$ cat config.mk
export PLATFORM = sky130hd
export DESIGN_NAME = tdr_write_sequencer
export DESIGN_NICKNAME = d
export VERILOG_FILES = /design/src/rtl/tdr_pkg.sv /design/src/rtl/tdr_sync2.sv /design/src/rtl/tdr_write_sequencer.sv
export SDC_FILE = /design/constraint.sdc
export NUM_CORES = 1
export LEC_CHECK = 0
export BUFFER_PORTS_ARGS = -buffer_cell sky130_fd_sc_hd__buf_2
export CAP_MARGIN = 40
export CORE_MARGIN = 5
export CORE_UTILIZATION = 40
export CTS_BUF_LIST = sky130_fd_sc_hd__clkbuf_4 sky130_fd_sc_hd__clkbuf_8
export CTS_CLUSTER_SIZE = 8
export DETAILED_ROUTE_END_ITERATION = 6
export GPL_TIMING_DRIVEN = 0
export SLEW_MARGIN = 20
export SYNTH_ARGS = -nofsm -noshare
export SYNTH_HDL_FRONTEND = slang
export SYNTH_HIERARCHICAL = 1
export SYNTH_SLANG_ARGS = --single-unit
$ cat constraint.sdc
create_clock -name clk_i -period 2.9 [get_ports clk_i]
set_input_delay 0.58 -clock clk_i [delete_from_list [all_inputs] [get_ports clk_i]]
set_output_delay 0.58 -clock clk_i [all_outputs]
set_load 0.01 [all_outputs]
$ cat src/rtl/tdr_pkg.sv
// tdr_pkg: shared types and default constants for the time_domain_register
// write sequencer.
//   tdr_state_e : sequencer phases
//   tdr_op_e    : host command opcode
//   DEF_*       : default parameter values
//   cnt_width() : width of the shared phase down-counter
package tdr_pkg;

  localparam int DEF_DATA_W     = 8;
  localparam int DEF_GAP_CYC    = 2;
  localparam int DEF_WE1_CYC    = 2;
  localparam int DEF_SETTLE_CYC = 4;
  localparam int DEF_RD_TIMEOUT = 300;

  typedef enum logic [2:0] {
    IDLE,
    WE0,
    GAP,
    WE1,
    SETTLE,
    READ,
    DONE
  } tdr_state_e;

  typedef enum logic {
    OP_WRITE = 1'b0,
    OP_READ  = 1'b1
  } tdr_op_e;

  function automatic int max_int(input int a, input int b);
    return (a > b) ? a : b;
  endfunction

  // The counter must hold the longest phase reload value and any interval code.
  function automatic int cnt_width(input int data_w, input int gap_cyc,
                                   input int we1_cyc, input int settle_cyc,
                                   input int rd_timeout);
    int longest;
    longest = max_int(max_int(gap_cyc, we1_cyc), max_int(settle_cyc, rd_timeout));
    return max_int(data_w, $clog2(longest + 1));
  endfunction

endpackage

$ cat src/rtl/tdr_sync2.sv
// tdr_sync2: generic two-flop synchronizer with asynchronous active-low reset.
//   clk_i  : destination clock
//   rstb_i : asynchronous reset, active low; both stages clear to 0
//   d_i    : asynchronous input
//   q_o    : synchronized output (two clk_i edges of latency)
module tdr_sync2 #(
  parameter int WIDTH = 1
) (
  input  logic             clk_i,
  input  logic             rstb_i,
  input  logic [WIDTH-1:0] d_i,
  output logic [WIDTH-1:0] q_o
);

  logic [WIDTH-1:0] meta;

  always_ff @(posedge clk_i or negedge rstb_i) begin
    if (!rstb_i) begin
      meta <= '0;
      q_o  <= '0;
    end else begin
      meta <= d_i;
      q_o  <= meta;
    end
  end

endmodule

$ cat src/rtl/tdr_write_sequencer.sv
// tdr_write_sequencer: turns a host interval code into the WE0 / gap / WE1
// write sequence for time_domain_register, and on a read opens an RE window
// and measures the width of the returned out pulse in clock cycles.
//
// Ports:
//   clk_i, rstb_i         : clock, asynchronous active-low reset
//   cmd_valid_i/ready_o   : command handshake, ready only while idle
//   cmd_op_i              : 0 = write, 1 = read
//   cmd_data_i            : interval code (WE0 width in cycles), writes only
//   we0_o, we1_o, re_o    : register enables, registered, at most one high
//   tdr_out_i             : register out pulse, asynchronous to clk_i
//   rsp_valid_o           : one-cycle completion pulse
//   rsp_data_o            : measured width (reads), 0 for plain writes
//   rsp_timeout_o         : read window expired before the pulse ended
//
// Build option:
//   TDR_SEQ_AUTO_READ_EN  : writes continue into SETTLE/READ after WE1 and
//                           report the read-back width (write-verify).
//
// state  | meaning
// -------+------------------------------------------------------
// IDLE   | waiting for a command, cmd_ready_o high
// WE0    | we0_o high for code cycles
// GAP    | all enables low for GAP_CYC cycles
// WE1    | we1_o high for WE1_CYC cycles
// SETTLE | all enables low for SETTLE_CYC cycles before reading
// READ   | re_o high, counting synchronized out-high cycles
// DONE   | rsp_valid_o high for one cycle
module tdr_write_sequencer
  import tdr_pkg::*;
#(
  parameter int DATA_W     = DEF_DATA_W,
  parameter int GAP_CYC    = DEF_GAP_CYC,
  parameter int WE1_CYC    = DEF_WE1_CYC,
  parameter int SETTLE_CYC = DEF_SETTLE_CYC,
  parameter int RD_TIMEOUT = DEF_RD_TIMEOUT
) (
  input  logic              clk_i,
  input  logic              rstb_i,
  input  logic              cmd_valid_i,
  output logic              cmd_ready_o,
  input  logic              cmd_op_i,
  input  logic [DATA_W-1:0] cmd_data_i,
  output logic              we0_o,
  output logic              we1_o,
  output logic              re_o,
  input  logic              tdr_out_i,
  output logic              rsp_valid_o,
  output logic [DATA_W-1:0] rsp_data_o,
  output logic              rsp_timeout_o
);

  localparam int CNT_W = cnt_width(DATA_W, GAP_CYC, WE1_CYC, SETTLE_CYC, RD_TIMEOUT);
  localparam logic [DATA_W-1:0] MEAS_MAX = '1;

  tdr_state_e        state;
  logic [CNT_W-1:0]  cnt;
  logic [DATA_W-1:0] meas;
  logic [DATA_W-1:0] meas_nxt;
  logic              seen_high;
  logic              tdr_out_s;
  logic              cnt_done;
  tdr_op_e           op_in;

  tdr_sync2 #(.WIDTH(1)) u_sync (
    .clk_i  (clk_i),
    .rstb_i (rstb_i),
    .d_i    (tdr_out_i),
    .q_o    (tdr_out_s)
  );

  assign op_in    = tdr_op_e'(cmd_op_i);
  assign cnt_done = (cnt == '0);
  // Saturating width counter; on timeout the current sample is still counted.
  assign meas_nxt = (tdr_out_s && (meas != MEAS_MAX)) ? meas + DATA_W'(1) : meas;

  always_ff @(posedge clk_i or negedge rstb_i) begin
    if (!rstb_i) begin
      state         <= IDLE;
      cnt           <= '0;
      meas          <= '0;
      seen_high     <= 1'b0;
      cmd_ready_o   <= 1'b1;
      we0_o         <= 1'b0;
      we1_o         <= 1'b0;
      re_o          <= 1'b0;
      rsp_valid_o   <= 1'b0;
      rsp_data_o    <= '0;
      rsp_timeout_o <= 1'b0;
    end else begin
      case (state)
        IDLE: begin
          if (cmd_valid_i && cmd_ready_o) begin
            cmd_ready_o <= 1'b0;
            if (op_in == OP_READ) begin
              state <= SETTLE;
              cnt   <= CNT_W'(SETTLE_CYC - 1);
            end else if (cmd_data_i == '0) begin
              // Zero-length code skips WE0 entirely.
              state <= GAP;
              cnt   <= CNT_W'(GAP_CYC - 1);
            end else begin
              state <= WE0;
              we0_o <= 1'b1;
              cnt   <= CNT_W'(cmd_data_i) - CNT_W'(1);
            end
          end
        end

        WE0: begin
          if (cnt_done) begin
            state <= GAP;
            we0_o <= 1'b0;
            cnt   <= CNT_W'(GAP_CYC - 1);
          end else begin
            cnt <= cnt - CNT_W'(1);
          end
        end

        GAP: begin
          if (cnt_done) begin
            state <= WE1;
            we1_o <= 1'b1;
            cnt   <= CNT_W'(WE1_CYC - 1);
          end else begin
            cnt <= cnt - CNT_W'(1);
          end
        end

        WE1: begin
          if (cnt_done) begin
            we1_o <= 1'b0;
`ifdef TDR_SEQ_AUTO_READ_EN
            // Only writes ever reach WE1, so no opcode needs to be kept.
            state <= SETTLE;
            cnt   <= CNT_W'(SETTLE_CYC - 1);
`else
            state         <= DONE;
            rsp_valid_o   <= 1'b1;
            rsp_data_o    <= '0;
            rsp_timeout_o <= 1'b0;
`endif
          end else begin
            cnt <= cnt - CNT_W'(1);
          end
        end

        SETTLE: begin
          if (cnt_done) begin
            state     <= READ;
            re_o      <= 1'b1;
            cnt       <= CNT_W'(RD_TIMEOUT - 1);
            meas      <= '0;
            seen_high <= 1'b0;
          end else begin
            cnt <= cnt - CNT_W'(1);
          end
        end

        READ: begin
          meas <= meas_nxt;
          if (tdr_out_s) begin
            seen_high <= 1'b1;
          end
          if (!tdr_out_s && seen_high) begin
            state         <= DONE;
            re_o          <= 1'b0;
            rsp_valid_o   <= 1'b1;
            rsp_data_o    <= meas;
            rsp_timeout_o <= 1'b0;
          end else if (cnt_done) begin
            state         <= DONE;
            re_o          <= 1'b0;
            rsp_valid_o   <= 1'b1;
            rsp_data_o    <= meas_nxt;
            rsp_timeout_o <= 1'b1;
          end else begin
            cnt <= cnt - CNT_W'(1);
          end
        end

        DONE: begin
          state         <= IDLE;
          cmd_ready_o   <= 1'b1;
          rsp_valid_o   <= 1'b0;
          rsp_data_o    <= '0;
          rsp_timeout_o <= 1'b0;
        end

        default: begin
          state         <= IDLE;
          cmd_ready_o   <= 1'b1;
          we0_o         <= 1'b0;
          we1_o         <= 1'b0;
          re_o          <= 1'b0;
          rsp_valid_o   <= 1'b0;
          rsp_data_o    <= '0;
          rsp_timeout_o <= 1'b0;
        end
      endcase
    end
  end

endmodule

==> results of run 1 <==
logic make-up (layout without fill, tap and decap cells):
kind of cell | count (synthesis) | in the layout | synth area share
buffers and inverters | 25 | 60 | 0.0460
multiplexers | 6 | 6 | 0.0272
XOR/XNOR | 9 | 9 | 0.0312
AO/OA/AOI/OAI | 107 | 107 | 0.291
adder cells (fa/ha/maj) | 9 | 9 | 0.0445
AND/OR/NAND/NOR | 93 | 93 | 0.194
flip-flops | 37 | 37 | 0.366
placed cells by master (no fill, tap or decap), drive strengths merged, types with 3 or more instances in the layout:
cell    instances
inv            13
or3             3
nand3           3
nor2b           5
o31ai           5
dfrtp          36
a22o            4
mux2            4
nor2           19
and3            3
buf            34
clkbuf         11
nand2          31
a31oi           3
nor3            6
nand2b          4
xor2            3
o32ai           3
nor4            5
xnor2           6
a21oi          22
o22a            3
o211ai          3
ha              9
o21ai          30
a21o            7
o311ai          3
how the worst max path moves through the flow:
stage	startpoint	slack [ps]	depth (start not counted)	to
floorplan	cnt[0]$_DFFE_PN0P_	790	8	cnt[3]$_DFFE_PN0P_
global placement	cmd_data_i[4]	450	6	cnt[0]$_DFFE_PN0P_
detailed placement	cmd_data_i[4]	470	6	cnt[0]$_DFFE_PN0P_
CTS	cnt[0]$_DFFE_PN0P_	520	7	rsp_data_o[4]$_DFFE_PN0P_
global route	state[1]$_DFFE_PN0P_	340	8	rsp_data_o[4]$_DFFE_PN0P_
finish	cnt[0]$_DFFE_PN0P_	500	8	cnt[2]$_DFFE_PN0P_
Yosys cell counts, drive strengths merged, types with 4 or more instances:
cell / instances
a21o: 7
a21oi: 22
a22o: 4
buf: 7
clkbuf: 5
dfrtp: 36
ha: 9
inv: 13
mux2: 4
nand2: 31
nand2b: 4
nor2: 19
nor2b: 5
nor3: 6
nor4: 5
o21ai: 30
o31ai: 5
xnor2: 6
per-layer routing:
| layer | global-route usage | share of wire | vias up |
|---|---|---|---|
| li1 | - | - | 1136 |
| met1 | 0.240 | 0.48 | 1057 |
| met2 | 0.281 | 0.47 | 50 |
| met3 | 0.0323 | 0.043 | 4 |
| met4 | 0.0460 | 0.0071 | 0 |
| met5 | 0 | 0 | - |
area by class of cell:
type | instances | area [um2]
Inverter | 13 | 48.8
Tap cell | 77 | 96.3
Fill cell | 649 | 3370
Sequential cell | 37 | 927
Buffer | 12 | 67.6
Timing Repair Buffer | 27 | 158
Multi-Input combinational cell | 224 | 1490
Clock inverter | 2 | 10.0
Clock buffer | 6 | 76.3
power by group:
group / switching (uW) / leakage (uW) / total, uW / internal (uW)
Combinational: 890 / 0.000765 / 1510 / 615
Clock: 188 / 0.0000484 / 364 / 176
Sequential: 144 / 0.000474 / 810 / 666
per-stage QoR:
step,instance area [um2],instances
finish,2870,398
global route,2870,398
CTS,2870,398
detailed placement,2780,390
global placement,2760,389
floorplan,2530,286
state kept, by name, summed over array words and instances (netlist names):
signal and flops:
cnt 9, meas 8, rsp_data_o 8, state 3, cmd_ready_o 1, re_o 1
rsp_timeout_o 1, rsp_valid_o 1, seen_high 1, u_sync/meta 1, u_sync/q_o 1, we0_o 1
we1_o 1
critical path, stage by stage, from the launching register on:
cell and delay (ps):
sky130_fd_sc_hd__dfrtp_1 390, sky130_fd_sc_hd__inv_1 120, sky130_fd_sc_hd__ha_1 170, sky130_fd_sc_hd__or4b_4 500, sky130_fd_sc_hd__nor2_1 200, sky130_fd_sc_hd__buf_2 290
sky130_fd_sc_hd__o21ai_0 230, sky130_fd_sc_hd__a32oi_1 260, sky130_fd_sc_hd__o2bb2ai_1 100
==> results.txt, run 1 <==
The flow ran to the end, and the final reports show no timing, DRC or antenna violations. The share of the clock period used by the worst path is 0.828. After detailed routing, the average wire length per cell comes to 15.9 um.

The path class of the tightest hold or removal check is input pin to async pin. At the end of routability-driven placement, the weighted congestion stood at 0.871. The worst setup path is of the register to register kind. The tightest slew margin relative to the limit came out at 0.556.

The synthesized area divided by synthesized cell count came out at 8.85 um2. The deepest clock path buffer count came out at 2. The total count of hold-check failures in the final report came out at 0. The required time at the worst-slack endpoint is 3060 ps.

The number of antenna diodes in the final layout is 0. The proportion of netlist area held by the largest area contributor is 0.356. The peak supply drop came out at 0.471 mV. The tree is rooted in a sky130_fd_sc_hd__clkbuf_8.

The clock-pin slew on the worst setup and hold paths came out at 80 ps. The biggest area consumer among synthesized cells is sky130_fd_sc_hd__dfrtp_1. The largest net degree at the start of global routing is 24. The leftover overflow at the end of global routing came out at 0. The final core utilization came out at 0.460. For the pin with the worst max-slew slack, the measured transition is 660 ps. The width of the die came out at 89.5 um. The setup TNS is 0 ps. The number of setup buffers added after CTS came out at 0. Setup repair after global routing left no endpoint under its margin. The starting density of the core came out at 0.405.

The total design power is 2680 uW. The worst register-to-register path ends at cnt[2]$_DFFE_PN0P_. Before antenna repair, the detailed router went through 4 iterations.

The worst hold-check slack came out at 207 ps. For this run, the number of Yosys warnings is 6. The number of synthesized register bits came out at 37.

The violation count after the first detailed-routing iteration is 86. The floorplan core area is 6240 um2. Row generation in the floorplan step produced 29 rows.

The vertical extent of the die came out at 89.5 um. The worst clock skew is 5.27 ps. The overall global routing resource usage is 0.174.

The initial antenna violation count is 0. The number of top-level pins is 27. In this run the worst path has a maximum fanout of 10. In this run the critical register-to-register path is launched from cnt[0]$_DFFE_PN0P_. The reported leakage power is 0.00129 uW. The number of nets with antenna violations after routing came out at 0.

The sequential element share of the synthesized area came out at 0.366. The reg2reg setup slack is 500 ps. The synthesized net count came out at 308. TritonCTS built the clock tree. The full die area is 8020 um2. The max capacitance violation total came out at 0. The worst-skew pair later-pin latency came out at 290 ps. The aggregate routed wire length is 6340 um. The distinct cell type count after synthesis is 65.

The TritonCTS buffer count came out at 5. STA classifies the critical path endpoint as a register. The total clock sinks came out at 37. STA classifies the critical path startpoint as a register.

Derived from the worst setup path, the maximum achievable clock frequency is 417 MHz. Using the TritonRoute via totals, the vias-per-cell ratio works out to 5.65. The power per cell area came out at 934 nW/um2. The number of remaining DRC errors is 0. The post-cts gate resize count came out at 0. The port buffer count is 26. The detailed placement HPWL is 4780 um. Yosys attributes the largest share of cell area to sky130_fd_sc_hd__dfrtp_1, sky130_fd_sc_hd__o21ai_0, sky130_fd_sc_hd__nand2_1, sky130_fd_sc_hd__ha_1, sky130_fd_sc_hd__a21oi_1. The vias after detailed routing is 2,247. The worst setup slack before clock tree synthesis came out at 469 ps. The instance count of the mapped netlist came out at 286.

For this run, the leading register cell type out of synthesis is sky130_fd_sc_hd__dfrtp_1. The area overhead of the layout relative to synthesis is 13.5%. The final layout net count is 342. The count of final max-slew check failures is 0.

The final number of setup-violating endpoints is 0. CTS built an H-tree with a depth of 2. The quantity of hold-fixing buffers added after cts came out at 0.

The wire length of the first global-routing pass is 10,900 um. Setup slack closes at 500 ps. The mapped netlist covers 2530 um2.

The synthesized design contains 0 enable-type register cells. The number of global-route vias before repair came out at 2,213. The share of synthesized registers carrying an async set or reset came out at 1.00. The share of cells above drive strength 1 is 0.168. The number of cells on the worst reg-to-reg path is 8. The clock period could shrink to 2400 ps. The critical path data arrival time came out at 2560 ps.
No activity file was read; power rests on OpenSTA's default activity.
==> run 2: changes to the inputs <==
- clock period: 2.9 -> 1.9 ns (I/O delays scaled with it)
==> run 2 against run 1 <==
The run now ends with negative setup slack left. Global-route usage up 0.12 points. Cell area up 8.7%. Register-to-register slack worse by 760 ps. Largest power group unchanged.
==> results.txt, run 2 (synthesized netlist as in run 1, its figures left out) <==
The slack of the critical path is -256 ps. The final critical path time including I/O delays and setup is 2160 ps. The largest registers in the layout are cnt (9), meas (8), rsp_data_o (8).

The total design power came out at 4710 uW. The total overflow left after global routing is 0. The achievable clock frequency is 464 MHz. The checks that failed: negative setup slack. The clock reaches the later pin of the worst-skew pair after 290 ps.

The required time at the worst-slack endpoint came out at 2100 ps. After clock tree synthesis, the clock-pin slew on the worst setup and hold paths is 80 ps. The starting density of the core is 0.405. The via count normalized by instance count is 5.76. The overall global routing resource usage is 0.176. The cell at the root of the clock tree is sky130_fd_sc_hd__clkbuf_8. In this run, the number of DRC markers left after iteration 0 of detailed routing was 203. The total count of hold-check failures in the final report is 0. For the pin with the worst max-slew slack, the measured transition is 816 ps. The most critical setup path has its endpoint at cnt[1]$_DFFE_PN0P_.

The worst register-to-register path ends at cnt[1]$_DFFE_PN0P_. The cell with the most instances on the worst path is sky130_fd_sc_hd__a21o_1. The final number of setup-violating endpoints is 25. The wire length of the first global-routing pass is 11,000 um. The largest individual stage delay along the critical path comes from the cell sky130_fd_sc_hd__or4b_4. The design area is 3120 um2. Counting the fill cells in the layout gives 594. The reg2reg setup slack came out at -260 ps. In this run the static leakage power is 0.00138 uW. The number of cells on the worst reg-to-reg path came out at 8. The width of the die came out at 89.5 um.

The count of final max-slew check failures came to 0. The worst hold-check slack is 186 ps. Leaving out fill and tap cells, the most frequent cell in the layout is sky130_fd_sc_hd__dfrtp_1. The startpoint class of the critical path is a register. The TritonCTS buffer count is 5. Ranked by flip-flop count, first place goes to cnt.

The port buffer count came out at 26. The net count of the finished layout is 355. In this run the remaining antenna-violating nets after routing total 0. Along the worst hold path, the cell count comes to 1. The worst clock skew is 4.62 ps. Tracing the worst setup path back leads to its startpoint at cnt[1]$_DFFE_PN0P_. The standard cell area after detailed placement came out at 2800 um2.

Relative to the synthesized area, the layout overhead comes to 23.3%. The number of top-level pins came out at 27. The setup path with the least slack is of type register to register. The longest individual stage delay on the worst path came out at 510 ps. The peak supply drop is 0.721 mV. Detailed routing inserted a total of 2,366 vias. The largest fanout on the critical path came out at 8. The tightest slew margin relative to the limit is 0.451.

The worst min-delay path category is input pin to register. The largest net degree at the start of global routing came out at 25. The count of antenna diodes in the layout is 0. The share of the clock period used by the worst path is 1.13. The full die area came out at 8020 um2.

Power spread over the standard cell area amounts to 1510 nW/um2. The deepest clock path buffer count is 2. The signal on the critical path passes through inv_2 > ha_4 > or4b_4 > or2_1 > buf_6 > a21o_1 > a21o_1 > o32ai_2. The number of detailed-routing iterations run before antenna repair is 4. The initial antenna violation count is 0. The run finished, with violations left. Setup repair after global routing could not meet its margin everywhere. The hold path startpoint is tdr_out_i. In the final layout, the share of cells above drive strength 1 is 0.257. The top cell types in the final layout, fill and taps aside, are sky130_fd_sc_hd__dfrtp_1, sky130_fd_sc_hd__nand2_1, sky130_fd_sc_hd__buf_2.

After detailed routing, the number of remaining DRC violations is 0. The capturing element type of the critical path is a register. The count of H-tree levels built during CTS came out at 2.

The critical register-to-register path startpoint is cnt[1]$_DFFE_PN0P_. TritonCTS built the clock tree. Dividing the detail-routed wire length by the instance count gives 16.2 um. After detailed routing, the total wire length is 6680 um. The setup TNS came out at -3720 ps. The final core utilization came out at 0.500.

The vertical extent of the die came out at 89.5 um. The floorplan core area came out at 6240 um2. The max capacitance violation total came out at 0. Data arrives at the worst endpoint at 2360 ps. The total clock sinks is 37.

The number of global-route vias before repair came to 2,267. The register with the most flip-flops in the layout has 9 of them. The weighted congestion reported at the end of routability-driven placement is 0.881. Summed over all nets, the half-perimeter wirelength after detailed placement is 4800 um. The row count is 29.
-- run 2: per-stage QoR --
stage | std cells | setup WS [ps]
global route | 411 | -305
finish | 411 | -256
global placement | 389 | -495
CTS | 409 | -224
detailed placement | 390 | -494
floorplan | 286 | -141
-- run 2: power breakdown --
group	switching, uW	internal, uW
Sequential	227	1020
Combinational	1540	1200
Clock	308	427
Total	2070	2640
-- run 2: worst min path at each step --
stage,slack (ps),endpoint
floorplan,80,cnt[0]$_DFFE_PN0P_
global placement,340,u_sync/q_o$_DFF_PN0_
detailed placement,320,rsp_data_o[7]$_DFFE_PN0P_
CTS,180,u_sync/meta$_DFF_PN0_
global route,170,u_sync/meta$_DFF_PN0_
finish,190,u_sync/meta$_DFF_PN0_
-- run 2: repair_timing --
item	CTS	global route
endpoints found under the setup margin	31	29
hold buffers	1	0
buffers inserted	10	2
resized for setup	24	12
hold endpoints to repair	13	0
pin swaps	6	4
-- run 2: final cells by class --
cell class                      count  area [um2]  share of cell area
Tap cell                           77        96.3              0.0309
Sequential cell                    37         927               0.297
Timing Repair Buffer               40         254              0.0814
Buffer                             12        87.6              0.0281
Clock buffer                        6        82.6              0.0265
Multi-Input combinational cell    224        1590               0.508
Inverter                           13        48.8              0.0156
Clock inverter                      2        37.5              0.0120
-- run 2: worst max-delay path, delay by kind of cell, from the launching register on --
kind / cells / cell delay, ps
buf+inv: 2 / 240
simple gates: 2 / 760
flops: 1 / 400
fa+ha+maj: 1 / 130
compound gates: 3 / 540
-- run 2: routing by layer --
metal	up-vias	GRT usage	part of all wire	routed length [um]
met5	-	0	0	0
met4	0	0.0433	0.010	70
met3	7	0.0286	0.042	281
met2	55	0.291	0.49	3250
met1	1134	0.239	0.46	3070
li1	1170	-	-	-
==> run 3: changes to the inputs <==
- SKIP_CTS_REPAIR_TIMING: default -> 1
==> run 3 against run 2 <==
The run still ends with negative setup slack left. Critical path depth is 1 higher. Worst setup slack lost 66 ps. Clock-buffer cell count did not move. Flip-flop and latch count is the same. First-iteration DRC count decreased by 17%. Non-clock buffer count decreased by 2. Die area unchanged. Highest routed layer unchanged. Core utilization fell by 0.50 points. Clock skew fell by 0.87 ps.
==> results.txt, run 3 (synthesized netlist as in run 1, its figures left out) <==
Setup repair after global routing could not meet its margin everywhere. The max capacitance violation total is 0. The worst-skew pair later-pin latency came out at 290 ps. The largest net degree at the start of global routing came out at 25. After clock tree synthesis, the clock-pin slew on the worst setup and hold paths is 80 ps. The classification of the worst setup path is register to register. Once layout is complete, the utilization of the core stands at 0.495. The TritonCTS buffer count came out at 5. The most flop-heavy register is cnt. The flow ran to the end, but the final reports show violations.

After the first detailed-routing iteration, the DRC count stood at 168. The achievable clock frequency is 450 MHz. The design area came out at 3090 um2. The final layout net count came out at 353. The part of the power in the clock network is 0.156. The first global-routing pass estimated 10,800 um of wire. The worst setup path is captured at a register. The average wire per standard cell is 16.5 um. For this run, global-route usage on met3 was measured as 0.0286.

For this run, design rule violations remaining after detail routing come to 0. The number of global-route vias before repair came out at 2,217. The via count normalized by instance count came out at 5.82.

In the layout the commonest cells are sky130_fd_sc_hd__dfrtp_1, sky130_fd_sc_hd__nand2_1, sky130_fd_sc_hd__buf_2. The share of cells above drive strength 1 came out at 0.244. The final reports fail on negative setup slack.

Of the total power, registers draw 0.267. The internal power is 2620 uW. In this run the tool buffered the top-level ports with 26 buffer cells. At the pin with the least slew margin, the transition time is 814 ps. Summed over all cells, the static leakage comes to 0.00138 uW. The initial antenna violation count came out at 0. The tightest slew margin relative to the limit is 0.452.

The startpoint identified for the worst hold timing path is tdr_out_i. The tightest min-delay check is of the input pin to register type. The worst register-to-register path begins at cnt[1]$_DFFE_PN0P_.

The final critical path time including I/O delays and setup came out at 2220 ps. Summing over every cut layer, the via total after detailed routing is 2,381. The peak supply drop is 0.805 mV.

The area overhead of the layout relative to synthesis is 22.1%. The leftover overflow at the end of global routing came out at 0. The aggregate routed wire length is 6750 um.

The total clock sinks came out at 37. The vertical extent of the die is 89.5 um. The worst setup path is launched from a register. The floorplan step defined a die boundary enclosing 8020 um2.

The row count is 29. The slack of the critical path came out at -322 ps. The share of total power in combinational logic is 0.577. The layer flagged by global routing as most heavily used is met2. The starting density of the core is 0.405. The switching part of the total power is 0.440. The required time at the worst-slack endpoint came out at 2070 ps. The number of top-level pins came out at 27. The number of nets with antenna violations after routing is 0.

No sink is reached through more buffers than the 2 on the longest clock path. Summing all placed instances gives a cell area of 2800 um2. The met1 global-route usage came out at 0.239. The count of H-tree levels built during CTS is 2. The wire-length estimate of the detail-placed layout is 4800 um. The weighted congestion reported at the end of routability-driven placement is 0.881.

In this run the power density over the cells is 1520 nW/um2. The total count of hold-check failures in the final report is 0. In this run the horizontal extent of the chip is 89.5 um. The flip-flop count of the largest register, all copies and words added is 9.

The cell at the root of the clock tree is sky130_fd_sc_hd__clkbuf_8. The count of antenna diodes in the layout came out at 0. TritonCTS built the clock tree.

In the finished design, the share of the clock period the worst path needs comes to 1.17. The overall global routing resource usage came out at 0.173. For this design the total switching power over the nets is 2060 uW. The count of final max-slew check failures is 0. After floorplanning, the core was sized to cover 6240 um2. The largest registers in the layout are cnt (9), meas (8), rsp_data_o (8).

The most critical setup path has its startpoint at cnt[1]$_DFFE_PN0P_. Leaving out fill and tap cells, the most frequent cell in the layout is sky130_fd_sc_hd__dfrtp_1. The met2 global-route usage is 0.283.

The critical path data arrival time is 2390 ps. In this run the worst path has a maximum fanout of 6. The first TritonRoute pass finished after 4 iterations. The final number of setup-violating endpoints is 28.

On the final layout, the worst clock skew is 3.75 ps.
-- run 3: cell count changes in the layout (fill, tap and decap cells not counted), moves of 2 or more --
cell / previous run / this run
sky130_fd_sc_hd__buf_4: 16 / 11
sky130_fd_sc_hd__buf_2: 26 / 28
sky130_fd_sc_hd__o21ai_0: 17 / 19
sky130_fd_sc_hd__o31ai_1: 3 / 5
sky130_fd_sc_hd__o31ai_2: 2 / 0
-- run 3: layer usage --
metal	up-vias	wire, um
li1	1163	-
met3	9	365
met2	73	3300
met4	0	91
met1	1136	2990
met5	-	0
-- run 3: area by class of cell --
class | count | area (um2)
well taps | 77 | 96.3
flip-flops and latches | 37 | 927
clock buffers | 6 | 82.6
inverters | 13 | 48.8
fillers | 600 | 3150
repair buffers | 38 | 240
clock inverters | 2 | 37.5
multi-input cells | 224 | 1570
plain buffers | 12 | 82.6
-- run 3: worst max-delay path: stages (launching register included) --
cell,delay [ps]
sky130_fd_sc_hd__dfrtp_1,400
sky130_fd_sc_hd__inv_2,110
sky130_fd_sc_hd__ha_4,140
sky130_fd_sc_hd__or4b_4,510
sky130_fd_sc_hd__or2_4,270
sky130_fd_sc_hd__buf_6,140
sky130_fd_sc_hd__o21ai_4,210
sky130_fd_sc_hd__buf_4,160
sky130_fd_sc_hd__a21o_1,90
sky130_fd_sc_hd__o32ai_2,70
-- run 3: power by group through the flow --
stage / Sequential (uW) / Combinational, uW / Clock, uW
floorplan: 1230 / 1750 / 0
global placement: 1240 / 2310 / 0
detailed placement: 1250 / 2330 / 0
CTS: 1240 / 2350 / 760
global route: 1290 / 2970 / 796
finish: 1250 / 2700 / 729
-- run 3: final timing paths --
path                                      endpoint  cells after the start  slack (ps)
hold / removal               u_sync/meta$_DFF_PN0_                      1         190
setup / recovery                cnt[1]$_DFFE_PN0P_                      9        -320
min in group asynchronous      meas[7]$_DFFE_PN0P_                      2         520
hold reg to reg               u_sync/q_o$_DFF_PN0_                      0         350
setup reg to reg                cnt[1]$_DFFE_PN0P_                      9        -320
max in group asynchronous  cmd_ready_o$_DFFE_PN1P_                      3         860
-- run 3: metrics by stage --
| stage | setup TNS, ps | cells | power (uW) | setup slack (ps) | hold slack (ps) |
|---|---|---|---|---|---|
| floorplan | -731 | 286 | 2980 | -141 | 84.4 |
| global placement | -6780 | 389 | 3550 | -495 | 335 |
| detailed placement | -6990 | 390 | 3580 | -494 | 315 |
| CTS | -7410 | 398 | 4350 | -501 | -9.01 |
| global route | -7250 | 409 | 5050 | -383 | 174 |
| finish | -4640 | 409 | 4680 | -322 | 188 |
